`src/rtl/adc_pkg.sv`:
```
// Shared constants, FSM state type and frame-word helper for the ADC SPI master.
// Scan mode (ADC_SCAN_EN) is handled in adc_spi_master.sv.
package adc_pkg;

  localparam int ADC_FRAME_BITS = 16;
  localparam int ADC_DATA_W     = 12;
  localparam int ADC_CH_W       = 3;
  localparam int ADC_ADDR_MSB   = 13;

  typedef enum logic [2:0] {
    IDLE  = 3'd0,
    SETUP = 3'd1,
    SHIFT = 3'd2,
    DONE  = 3'd3,
    HOLD  = 3'd4
  } adc_state_t;

  function automatic logic [ADC_FRAME_BITS-1:0] frame_word(
    input logic [ADC_CH_W-1:0] a
  );
    return {2'b00, a, 11'b0};
  endfunction

endpackage

```
`src/rtl/adc_sclk_gen.sv`:
```
// SCLK divider: free-runs while enabled, toggles SCLK only when gated in.
// tick/rise/fall flag the clk whose closing edge moves the divider/SCLK.
module adc_sclk_gen
  import adc_pkg::*;
#(
  parameter int CLK_DIV = 4
) (
  input  logic clk,
  input  logic rst_n,
  input  logic en,
  input  logic gate,
  output logic sclk,
  output logic tick,
  output logic rise,
  output logic fall
);

  localparam int DW = (CLK_DIV > 1) ? $clog2(CLK_DIV) : 1;

  logic [DW-1:0] div;

  assign tick = en && (div == DW'(CLK_DIV - 1));
  assign rise = tick && gate && !sclk;
  assign fall = tick && gate && sclk;

  // Divider wraps at CLK_DIV-1; SCLK parks high whenever disabled.
  always_ff @(posedge clk or negedge rst_n) begin
    if (!rst_n) begin
      div  <= '0;
      sclk <= 1'b1;
    end else if (!en) begin
      div  <= '0;
      sclk <= 1'b1;
    end else begin
      div <= tick ? '0 : div + 1'b1;
      if (rise)
        sclk <= 1'b1;
      else if (fall)
        sclk <= 1'b0;
    end
  end

endmodule

```
`src/rtl/adc_spi_master.sv`:
```
// Frame sequencer for an ADC128S022-style 8-channel 12-bit SPI ADC.
// Define ADC_SCAN_EN to address channels from an internal 0..7 scan counter.
module adc_spi_master
  import adc_pkg::*;
#(
  parameter int CLK_DIV     = 4,
  parameter int IDLE_HALVES = 2
) (
  input  logic                  clk,
  input  logic                  rst_n,
  input  logic                  start,
  input  logic [ADC_CH_W-1:0]   ch_sel,
  input  logic                  adc_dout,
  output logic                  adc_cs_n,
  output logic                  adc_sclk,
  output logic                  adc_din,
  output logic [ADC_DATA_W-1:0] sample,
  output logic [ADC_CH_W-1:0]   sample_ch,
  output logic                  sample_valid,
  output logic                  busy
);

  adc_state_t state;

  logic [4:0]              cnt;
  logic [ADC_CH_W-1:0]     addr;
  logic [ADC_CH_W-1:0]     prev_addr;
  logic [ADC_CH_W-1:0]     next_addr;
  logic [ADC_DATA_W-1:0]   shreg;
  logic [ADC_FRAME_BITS-1:0] word;
  logic [4:0]              fall_k;
  logic [3:0]              bit_idx;
  logic                    en;
  logic                    gate;
  logic                    tick;
  logic                    rise;
  logic                    fall;

`ifdef ADC_SCAN_EN
  logic [ADC_CH_W-1:0] scan_cnt;
  assign next_addr = scan_cnt;
`else
  assign next_addr = ch_sel;
`endif

  assign en   = (state != IDLE);
  assign gate = (state == SETUP) || (state == SHIFT);
  assign word = frame_word(addr);

  // Falling edge k follows tick 2k-1 of SHIFT (k=0 closes SETUP).
  always_comb begin
    fall_k  = (cnt + 5'd1) >> 1;
    bit_idx = 4'(5'd15 - fall_k);
  end

  adc_sclk_gen #(
    .CLK_DIV (CLK_DIV)
  ) u_sclk (
    .clk   (clk),
    .rst_n (rst_n),
    .en    (en),
    .gate  (gate),
    .sclk  (adc_sclk),
    .tick  (tick),
    .rise  (rise),
    .fall  (fall)
  );

  // Frame FSM: address out on SCLK fall, data in on SCLK rise.
  always_ff @(posedge clk or negedge rst_n) begin
    if (!rst_n) begin
      state        <= IDLE;
      cnt          <= '0;
      addr         <= '0;
      prev_addr    <= '0;
      shreg        <= '0;
      adc_cs_n     <= 1'b1;
      adc_din      <= 1'b0;
      sample       <= '0;
      sample_ch    <= '0;
      sample_valid <= 1'b0;
      busy         <= 1'b0;
    end else begin
      sample_valid <= 1'b0;
      unique case (state)
        IDLE: begin
          if (start) begin
            state    <= SETUP;
            adc_cs_n <= 1'b0;
            busy     <= 1'b1;
            addr     <= next_addr;
            cnt      <= '0;
          end
        end
        SETUP: begin
          if (fall) begin
            state   <= SHIFT;
            adc_din <= word[bit_idx];
          end
        end
        SHIFT: begin
          if (tick) begin
            cnt <= cnt + 5'd1;
            if (fall)
              adc_din <= word[bit_idx];
            if (rise) begin
              shreg <= {shreg[ADC_DATA_W-2:0], adc_dout};
              if (cnt == 5'd30)
                state <= DONE;
            end
          end
        end
        DONE: begin
          if (tick) begin
            state        <= HOLD;
            adc_cs_n     <= 1'b1;
            sample_valid <= 1'b1;
            sample       <= shreg;
            sample_ch    <= prev_addr;
            prev_addr    <= addr;
            cnt          <= '0;
          end
        end
        HOLD: begin
          if (tick) begin
            cnt <= cnt + 5'd1;
            if (cnt == 5'(IDLE_HALVES - 1)) begin
              state <= IDLE;
              busy  <= 1'b0;
            end
          end
        end
        default: state <= IDLE;
      endcase
    end
  end

`ifdef ADC_SCAN_EN
  // Scan counter steps once per completed frame.
  always_ff @(posedge clk or negedge rst_n) begin
    if (!rst_n)
      scan_cnt <= '0;
    else if (state == DONE && tick)
      scan_cnt <= scan_cnt + 1'b1;
  end
`endif

endmodule

```
`config.mk`:
```
export PLATFORM = sky130hd
export DESIGN_NAME = adc_spi_master
export DESIGN_NICKNAME = d
export VERILOG_FILES = /design/src/rtl/adc_pkg.sv /design/src/rtl/adc_sclk_gen.sv /design/src/rtl/adc_spi_master.sv
export SDC_FILE = /design/constraint.sdc
export NUM_CORES = 1
export LEC_CHECK = 0
export CORE_ASPECT_RATIO = 1.5
export CORE_MARGIN = 4
export CORE_UTILIZATION = 25
export CTS_CLUSTER_DIAMETER = 40
export DETAILED_ROUTE_END_ITERATION = 7
export PLACE_DENSITY_LB_ADDON = 0.05
export SKIP_LAST_GASP = 1
export SLEW_MARGIN = 20
export SYNTH_ARGS = -nofsm -noshare
export SYNTH_HDL_FRONTEND = slang
export SYNTH_SLANG_ARGS = --single-unit
```
`constraint.sdc`:
```
create_clock -name clk -period 1.6 [get_ports clk]
set_input_delay 0.16 -clock clk [delete_from_list [all_inputs] [get_ports clk]]
set_output_delay 0.16 -clock clk [all_outputs]
set_load 0.05 [all_outputs]
```
# Yosys cells after proc, flatten, opt, wreduce, memory -nomap -nowiden
# Index checks and enable logic that the tools add are counted.
[word_totals]
regBits = 48
in_bits = 7
output_inout_bits = 20
word_cells = 87
[op_classes]
add_sub_neg = 3
order_cmp = 1
eq_ne = 17
n_mux = 32
reduce_logical = 21
[op_table]
columns = ["op", "count"]
rows = [
  ["$mux W3", 8],
  ["$mux W5", 3],
  ["$pmux W3 S5", 1],
  ["$pmux W5 S3", 1],
  ["$mux W1", 13],
  ["$ne A2 B1 Y1 const B", 5],
  ["$ne A2 B2 Y1 const B", 4],
  ["$reduce_and A4 Y1", 2],
  ["$reduce_and A8 Y1", 1],
  ["$eq A3 B2 Y1 const B", 2],
  ["$pmux W1 S2", 3],
  ["$reduce_and A2 Y1", 3],
  ["$reduce_and A3 Y1", 2],
  ["$reduce_bool A2 Y1", 3],
  ["$reduce_bool A3 Y1", 2],
  ["$add A5 B1 Y5 const B", 1],
  ["$eq A5 B1 Y1 const B", 1],
  ["$eq A5 B5 Y1 const B", 1],
  ["$lt A4 B5 Y1 const B", 1],
  ["$bmux W1 S4", 1],
  ["$logic_and A1 B1 Y1", 4],
  ["$mux W2", 2],
  ["$sub A4 B4 Y4 const A", 1],
  ["$eq A3 B1 Y1 const B", 1],
  ["8 further kinds", 8],
]

# Longest topological paths before layout
# Gate-level depths: netlist of run 1.
[logic_depth]
word_depth = 7
mapped_depth = 7
mapped_depth_nobuf = 6

# Hierarchy
# A second synthesis of run 1 with hierarchy kept.
[hier_totals]
hier_cells = 175
area_unflattened_um2 = 2214.6
[by_module_without_submodules]
columns = ["module", "instances", "cells_per_inst", "area_per_inst_um2", "seq_area_each_um2"]
rows = [
  ["adc_spi_master", 1, 161, 2065.7, 1127.3],
  ["adc_sclk_gen", 1, 14, 148.9, 76.3],
]

# Worst setup path after synthesis of run 1
# Ideal clock, no wire load.
[synth_path]
kind = "reg-to-reg"
startpoint = "reg u_sclk.div[0]"
endpoint = "reg prev_addr[1]"
setup_ps = 125
arrival_time_ps = 1438
required_ps = 1475
path_slack_ps = 37
path_stages_with_launch = 7
path_buffers = 2
synth_period_minus_slack_ps = 1563
path_cell_list = "dfrtp_1 > ha_1 > buf_4 > and3b_4 > nand2_4 > buf_6 > mux2_4"
[synth_between]
elab_chain_len = 3
[synth_rtl]
columns = ["item", "line_no", "rtl"]
rows = [
  ["start: declaration", "adc_sclk_gen.sv:20", "logic [DW-1:0] div;"],
  ["start signal: assignment", "adc_sclk_gen.sv:35", "div <= tick ? '0 : div + 1'b1;"],
  ["$eq A2 B2 Y1", "adc_sclk_gen.sv:22", "assign tick = en && (div == DW'(CLK_DIV - 1));"],
  ["$logic_and A1 B1 Y1", "adc_sclk_gen.sv:22", ""],
  ["$reduce_and A2 Y1 (no source line)", "-", ""],
  ["end signal: assignment", "adc_spi_master.sv:120", "prev_addr <= addr;"],
  ["end: declaration", "adc_spi_master.sv:27", "logic [ADC_CH_W-1:0] prev_addr;"],
]
# No other way between the ends.
# A chain may end at the register's enable or synchronous reset.

# Worst setup path in the final report of run 1
# Ends and elaborated chain as after synthesis.

==> results of run 1 <==
## cell type report
class,instances,area share (%)
Sequential cell,48,42.37
Multi-Input combinational cell,107,33.04
Timing Repair Buffer,47,14.17
Tap cell,107,4.707
Clock buffer,5,4.399
Clock inverter,3,0.6599
Inverter,5,0.6599
## logic make-up (layout without fill, tap and decap cells)
| kind of cell | after synthesis | count (layout) | synth area share [%] |
|---|---|---|---|
| adders and majority gates | 5 | 5 | 2.721 |
| xor gates and xnor gates | 4 | 4 | 1.588 |
| AOI/OAI and AO/OA | 26 | 26 | 7.937 |
| and+or+nand+nor | 39 | 39 | 9.864 |
| muxes | 33 | 33 | 19.50 |
| buffers and inverters | 13 | 60 | 3.855 |
| DFF | 48 | 48 | 54.53 |
## stage by stage
step | setup slack (ps) | TNS (ps)
floorplan | 37.07 | 0
global placement | -2.296 | -4.422
detailed placement | -10.08 | -16.08
CTS | 6.519 | 0
global route | 2.614 | 0
finish | 61.50 | 0
## layout by cell type (no fill, tap or decap), types with 2 or more instances in the layout
master           netlist  layout
xor2_1                 3       3
a2bb2oi_1              2       2
clkinv_2               0       2
o21bai_1               2       2
mux2_4                16      16
nand2_1               16      16
nand4b_1               2       2
o21ai_0               10      10
nand2_4                2       2
nor3_1                 2       2
clkbuf_16              0       5
ha_2                   0       2
mux2_2                16      16
nand2b_1               3       3
nor2_1                 3       3
buf_4                  3      37
nand3_1                3       2
inv_1                  5       5
buf_12                 0       3
clkdlybuf4s50_1        0       5
dfstp_2                2       2
o2bb2ai_1              2       2
dfrtp_1               46      45
a21oi_1                4       3
ha_1                   4       2
## power by group through the flow
stage	combinational [mW]	clock, mW	sequential, mW
after floorplan	0.0181	0	1.26
after global placement	0.0770	0	1.26
final	0.0790	1.03	1.24
after detailed placement	0.0794	0	1.26
after CTS	0.0817	1.08	1.24
after global routing	0.0894	1.12	1.24
## sequential cells by signal (all words and copies together), names as in the netlist
name,count
sample_ch,3
adc_cs_n,1
u_sclk.div,2
prev_addr,3
cnt,5
u_sclk.sclk,1
adc_din,1
sample_valid,1
addr,3
sample,12
state,3
busy,1
shreg,12
## worst max-delay path: stages (launching register included)
cell and delay [ps]:
dfrtp_1 360, ha_2 200, and3b_4 240, nand2_4 120
buf_4 210, mux2_4 290
## path summary, 6_finish.rpt
path	to	slack, ps	depth (start not counted)
max in group asynchronous	cnt[0]	760	3
hold reg to reg	u_sclk.div[0]	450	1
setup / recovery	prev_addr[1]	60	5
hold / removal	busy	300	2
min in group clk	addr[0]	430	3
setup reg to reg	prev_addr[1]	60	5
## what timing repair did
item	in CTS	in global routing
gates resized for setup	1	6
hold endpoints to repair	9	0
hold buffers	1	0
pin swaps	0	1
endpoints found under the setup margin	1	17
gates cloned	0	0
buffers inserted	0	1
## layer usage
layer / vias up / track usage (%) / share of wire (%)
met2: 27 / 18.87 / 56
met3: 7 / 2.400 / 3.6
met5: - / 0 / 0
met4: 0 / 3.861 / 1.7
li1: 676 / - / -
met1: 721 / 11.07 / 38
==> summary.md, run 1 <==
| Metric | Value |
|---|---|
| Drt drc | 0 |
| Congestion Overflow GR | 0 |
| Setup Skew | 3.487 ps |
| Inst Count DP | 312 |
| Core Util, Final | 33.40% |
| Mean Syn Cell Area | 13.14 µm² |
| Initial Util | 25.92% |
| Cell Pwr Density | 824.6 nW/µm² |
| Synth warnings | 0 |
| Lkg Pwr | 1.379 nW |
| Rows | 41 |
| Register area | 1205 µm² |
| Logic pwr share | 3.4% |
| WP data required | 1770 ps |
| Final wirelength | 4810 µm |
| Prevailing post-synth register cell | dfrtp_1 |
| Slew headroom | 71.58% |
| First drt pass iteration count | 4 |
| Worst hold slack | 304.0 ps |
| Largest area contributor in the netlist | dfrtp_1 |
| Mapped Area | 2207 µm² |
| Max clock buf depth | 2 |
| Post-DR vias/cell | 4.444 |
| Minimum clock period | 1539 ps |
| Seq pwr share | 52.8% |
| Worst-Margin Slew | 426.3 ps |
| Yosys cell types | 37 |
| Number of flops mapped to enable cells by yosys | 0 |
| Critical path class | reg2reg |
| # nets final | 225 |
| Internal | 1.839 mW |
| Net Count, Synth | 179 |
| Initial antenna violation count | 0 |
| Status | finished, final reports clean |
| CTS H-Tree Depth | 2 |
| Area share of the largest cell type after synthesis | 52.15% |
| Sequential-to-total area share from yosys stat | 54.54% |
| Top cells by area, synth | dfrtp_1 52%, mux2_4 11%, mux2_2 8.2% |
| Hold Vio Cnt, Final | 0 |
| NetSw | 0.5060 mW |
| Share of layout cells above drive strength 1 | 44.19% |
| R2r startpoint | u_sclk.div[0] |
| Crit. Startpoint | u_sclk.div[0] |
| Synth-to-layout area growth | 28.85% |
| Period utilisation layout | 96.16% |
| Final cell count without fillers | 322 |
| Gr usage total | 10.15% |
| Flop and latch count out of synthesis | 48 |
| Worst VDD drop | 0.3972 mV |
| First-pass GRT wire length | 8224 µm |
| Antenna Cells | 0 |
| Placed inst area | 2660 µm² |
| Crit start category | flip-flop |
| Worst-path maximum fanout | 11 |
| Fmax | 650.0 MHz |
| Total CTS buffers | 5 |
| Clock power share | 43.9% |
| RSZ-0062 raised after global routing | no |
| Design Power | 2.345 mW |
| HPWL Detailed | 3690 µm |
| GPL Wtd Cong | 0.8117 |
| CP Data Arrival Time | 1710 ps |
| Fillcell total | 894 |
| Placeable core area | 8516 µm² |
| Die ar. | 10,430 µm² |
| Post-DRT Antenna Nets | 0 |
| Chip width | 84.72 µm |
| Multi-input gate area | 939.7 µm² |
| Final setup vio count | 0 |
| Synth cell count leaders | 46 x dfrtp_1, 16 x mux2_2, 16 x mux2_4, 16 x nand2_1, 10 x o21ai_0 |
| Crit. End Element | flip-flop |
| Root Buffer | clkbuf_16 |
| Hold/Removal Path Class | in2async |
| Top-count cell post-synth | dfrtp_1 |
| CTS tree | done |
| Worst skew pair latency | 290 ps |
| 1st-iter DRT viols | 57 |
| I/O pin cnt | 27 |
| Largest net degree at the start of global routing | 24 |
| Switching part of the total | 21.58% |
| Max Transition Viols Final | 0 |
| Die H | 123.1 µm |
| Total of max-cap violations | 0 |
| Syn Inst Count | 168 |
| WL/cell | 14.94 µm |
| Clk sinks | 48 |
| Vias in the first global route | 1,612 |
| Vias | 1,431 |
| Reg clk slew, reported paths | 60 ps |
| FFs w/ async S/R, synth | 100.0% |
| Final instance area | 2844 µm² |
| Port bufs | 26 |
No activity file was read; power rests on OpenSTA's default activity.
==> inputs of run 2 (changes only) <==
--- a/config.mk
+++ b/config.mk
@@ -6,8 +6,8 @@
 export NUM_CORES = 1
 export LEC_CHECK = 0
 export CORE_ASPECT_RATIO = 1.5
-export CORE_MARGIN = 4
-export CORE_UTILIZATION = 25
+export CORE_MARGIN = 3
+export CORE_UTILIZATION = 49
 export CTS_CLUSTER_DIAMETER = 40
 export DETAILED_ROUTE_END_ITERATION = 7
 export PLACE_DENSITY_LB_ADDON = 0.05
==> run 2 against run 1 <==
Net effect: wire length fell by 16%; combinational power fell by 5.8%; via count fell by 4.6%; global-route usage rose by 7.1 points; hold slack improved by 79 ps; die area fell by 49%; non-clock buffer count fell by 9; register-to-register slack got worse by 50 ps; sequential cell count did not move; clock-buffer cell count did not move; sequential power barely moved; largest power group unchanged; highest routed layer unchanged.
==> summary.md, run 2 (synthesis gave the netlist of run 1 again) <==
| Metric | Value |
|---|---|
| Congestion Overflow GR | 0 |
| Post-DR vias/cell | 5.438 |
| First drt pass iteration count | 3 |
| # nets final | 216 |
| Vias | 1,365 |
| Die H | 88.20 µm |
| Final TNS setup | 0 ps |
| Setup Skew | 7.748 ps |
| Critical path class | reg2reg |
| Status | finished, final reports clean |
| Worst VDD drop | 0.5716 mV |
| Synth-to-layout area growth | 23.02% |
| I/O pin cnt | 27 |
| Reg clk slew, reported paths | 80 ps |
| Period utilisation layout | 99.04% |
| Slew headroom | 63.62% |
| WL/cell | 16.08 µm |
| Hold Vio Cnt, Final | 0 |
| Fmax | 631.1 MHz |
| Gr usage total | 17.27% |
| Largest net degree at the start of global routing | 28 |
| Final wirelength | 4037 µm |
| 1st-iter DRT viols | 54 |
| Vias in the first global route | 1,459 |
| CTS tree | done |
| Clk sinks | 48 |
| R2R depth | 6 |
| First-pass GRT wire length | 6913 µm |
| GPL Wtd Cong | 0.8672 |
| RSZ-0062 raised after global routing | yes |
| Initial antenna violation count | 0 |
| Post-DRT Antenna Nets | 0 |
| CTS H-Tree Depth | 2 |
| Total CTS buffers | 5 |
| Final setup vio count | 0 |
| WP data required | 1780 ps |
| Drt drc | 0 |
| Chip width | 60.80 µm |
| Total of max-cap violations | 0 |
| Die ar. | 5362 µm² |
| Critical Path, Cell by Cell | inv_1 -> ha_1 -> a21oi_1 -> a2bb2oi_2 -> a2bb2oi_2 -> o31ai_2 |
| Max clock buf depth | 2 |
| Core Util, Final | 63.41% |
| CP Data Arrival Time | 1770 ps |
| Final cell count without fillers | 251 |
| Inst Count DP | 241 |
| Share of layout cells above drive strength 1 | 41.95% |
| Rows | 29 |
| Port bufs | 26 |
| Most common cell after layout, fill and taps aside | dfrtp_1 |
| Crit. End Element | flip-flop |
| Most frequent cells in the layout | 45 x dfrtp_1, 27 x buf_4, 16 x mux2_2, 16 x mux2_4, 16 x nand2_1 |
| Root Buffer | clkbuf_8 |
| Antenna Cells | 0 |
| Worst-path maximum fanout | 6 |
| Cell Pwr Density | 849.7 nW/µm² |
| Worst skew pair latency | 290 ps |
| Most frequent CP cell | a2bb2oi_2 |
| HPWL Detailed | 2938 µm |
| Lkg Pwr | 1.340 nW |
| CP max stage delay | 420 ps |
| Worst-Margin Slew | 545.6 ps |
| Worst path slowest cell | dfrtp_2 |
| Crit start category | flip-flop |
| Max Transition Viols Final | 0 |
| Largest registers | sample (12), shreg (12), cnt (5) |
| Hold/Removal Path Class | in2async |
| Initial Util | 51.55% |
| Minimum clock period | 1585 ps |
| Placeable core area | 4282 µm² |
[run 2: area by class of cell]
cell class	count	area [µm²]
Fill cell	351	1567
Sequential cell	48	1205
Multi-Input combinational cell	107	957.2
Timing Repair Buffer	38	347.8
Clock buffer	5	68.82
Clock inverter	2	60.06
Tap cell	46	57.56
Inverter	5	18.77
[run 2: routing by layer]
metal	global-route usage, %	wire length, µm
met5	0	0
met3	3.540	103
met1	19.81	1589
met4	5.917	68
met2	30.96	2277
[run 2: power breakdown]
part           leakage [nW]  total [mW]  switching (mW)  internal, mW
logic                 0.657      0.0744          0.0406        0.0338
registers             0.618        1.24          0.0103          1.23
clock network        0.0642       0.997           0.382         0.615
total                  1.34        2.31           0.433          1.87
[run 2: path summary, 6_finish.rpt]
path,from,to,slack (ps)
max,cnt[0],adc_din,20
min,rst_n,sample[10],380
max reg2reg,cnt[0],adc_din,20
min reg2reg,u_sclk.div[0],u_sclk.div[0],450
max in group asynchronous,rst_n,adc_cs_n,610
min in group clk,u_sclk.div[0],u_sclk.div[0],450
[run 2: timing repair]
action | in CTS | in global routing
resized for setup | 0 | 8
hold buffers | 1 | 0
endpoints found under the setup margin | 0 | 4
buffers inserted | 0 | 2
endpoints found under the hold margin | 20 | 0
[run 2: per-stage QoR]
| stage | power [mW] | hold WS [ps] | worst slack [ps] | area (µm²) |
|---|---|---|---|---|
| 6_report | 2.307 | 382.6 | 15.35 | 2715 |
| 3_3_place_gp | 1.329 | 164.5 | 89.13 | 2521 |
| 3_5_place_dp | 1.333 | 177.5 | 22.17 | 2521 |
| 5_1_grt | 2.400 | 401.1 | -44.03 | 2715 |
| 4_1_cts | 2.336 | 394.6 | 2.964 | 2660 |
| 2_1_floorplan | 1.279 | -135.6 | 37.07 | 2207 |
[run 2: critical path, delay by kind of cell, from the launching register on]
kind	cells	cell delay (ps)
AOI/OAI and AO/OA	4	630
adders and majority gates	1	380
buffers and inverters	1	60
DFF	1	420
==> inputs of run 3 (changes only) <==
--- a/config.mk
+++ b/config.mk
@@ -12,7 +12,7 @@
 export DETAILED_ROUTE_END_ITERATION = 7
 export PLACE_DENSITY_LB_ADDON = 0.05
 export SKIP_LAST_GASP = 1
-export SLEW_MARGIN = 20
+export SLEW_MARGIN = 10
 export SYNTH_ARGS = -nofsm -noshare
 export SYNTH_HDL_FRONTEND = slang
 export SYNTH_SLANG_ARGS = --single-unit
==> results of run 3 <==
Same layout as run 2: the final DEF is identical, and so are final timing and power.
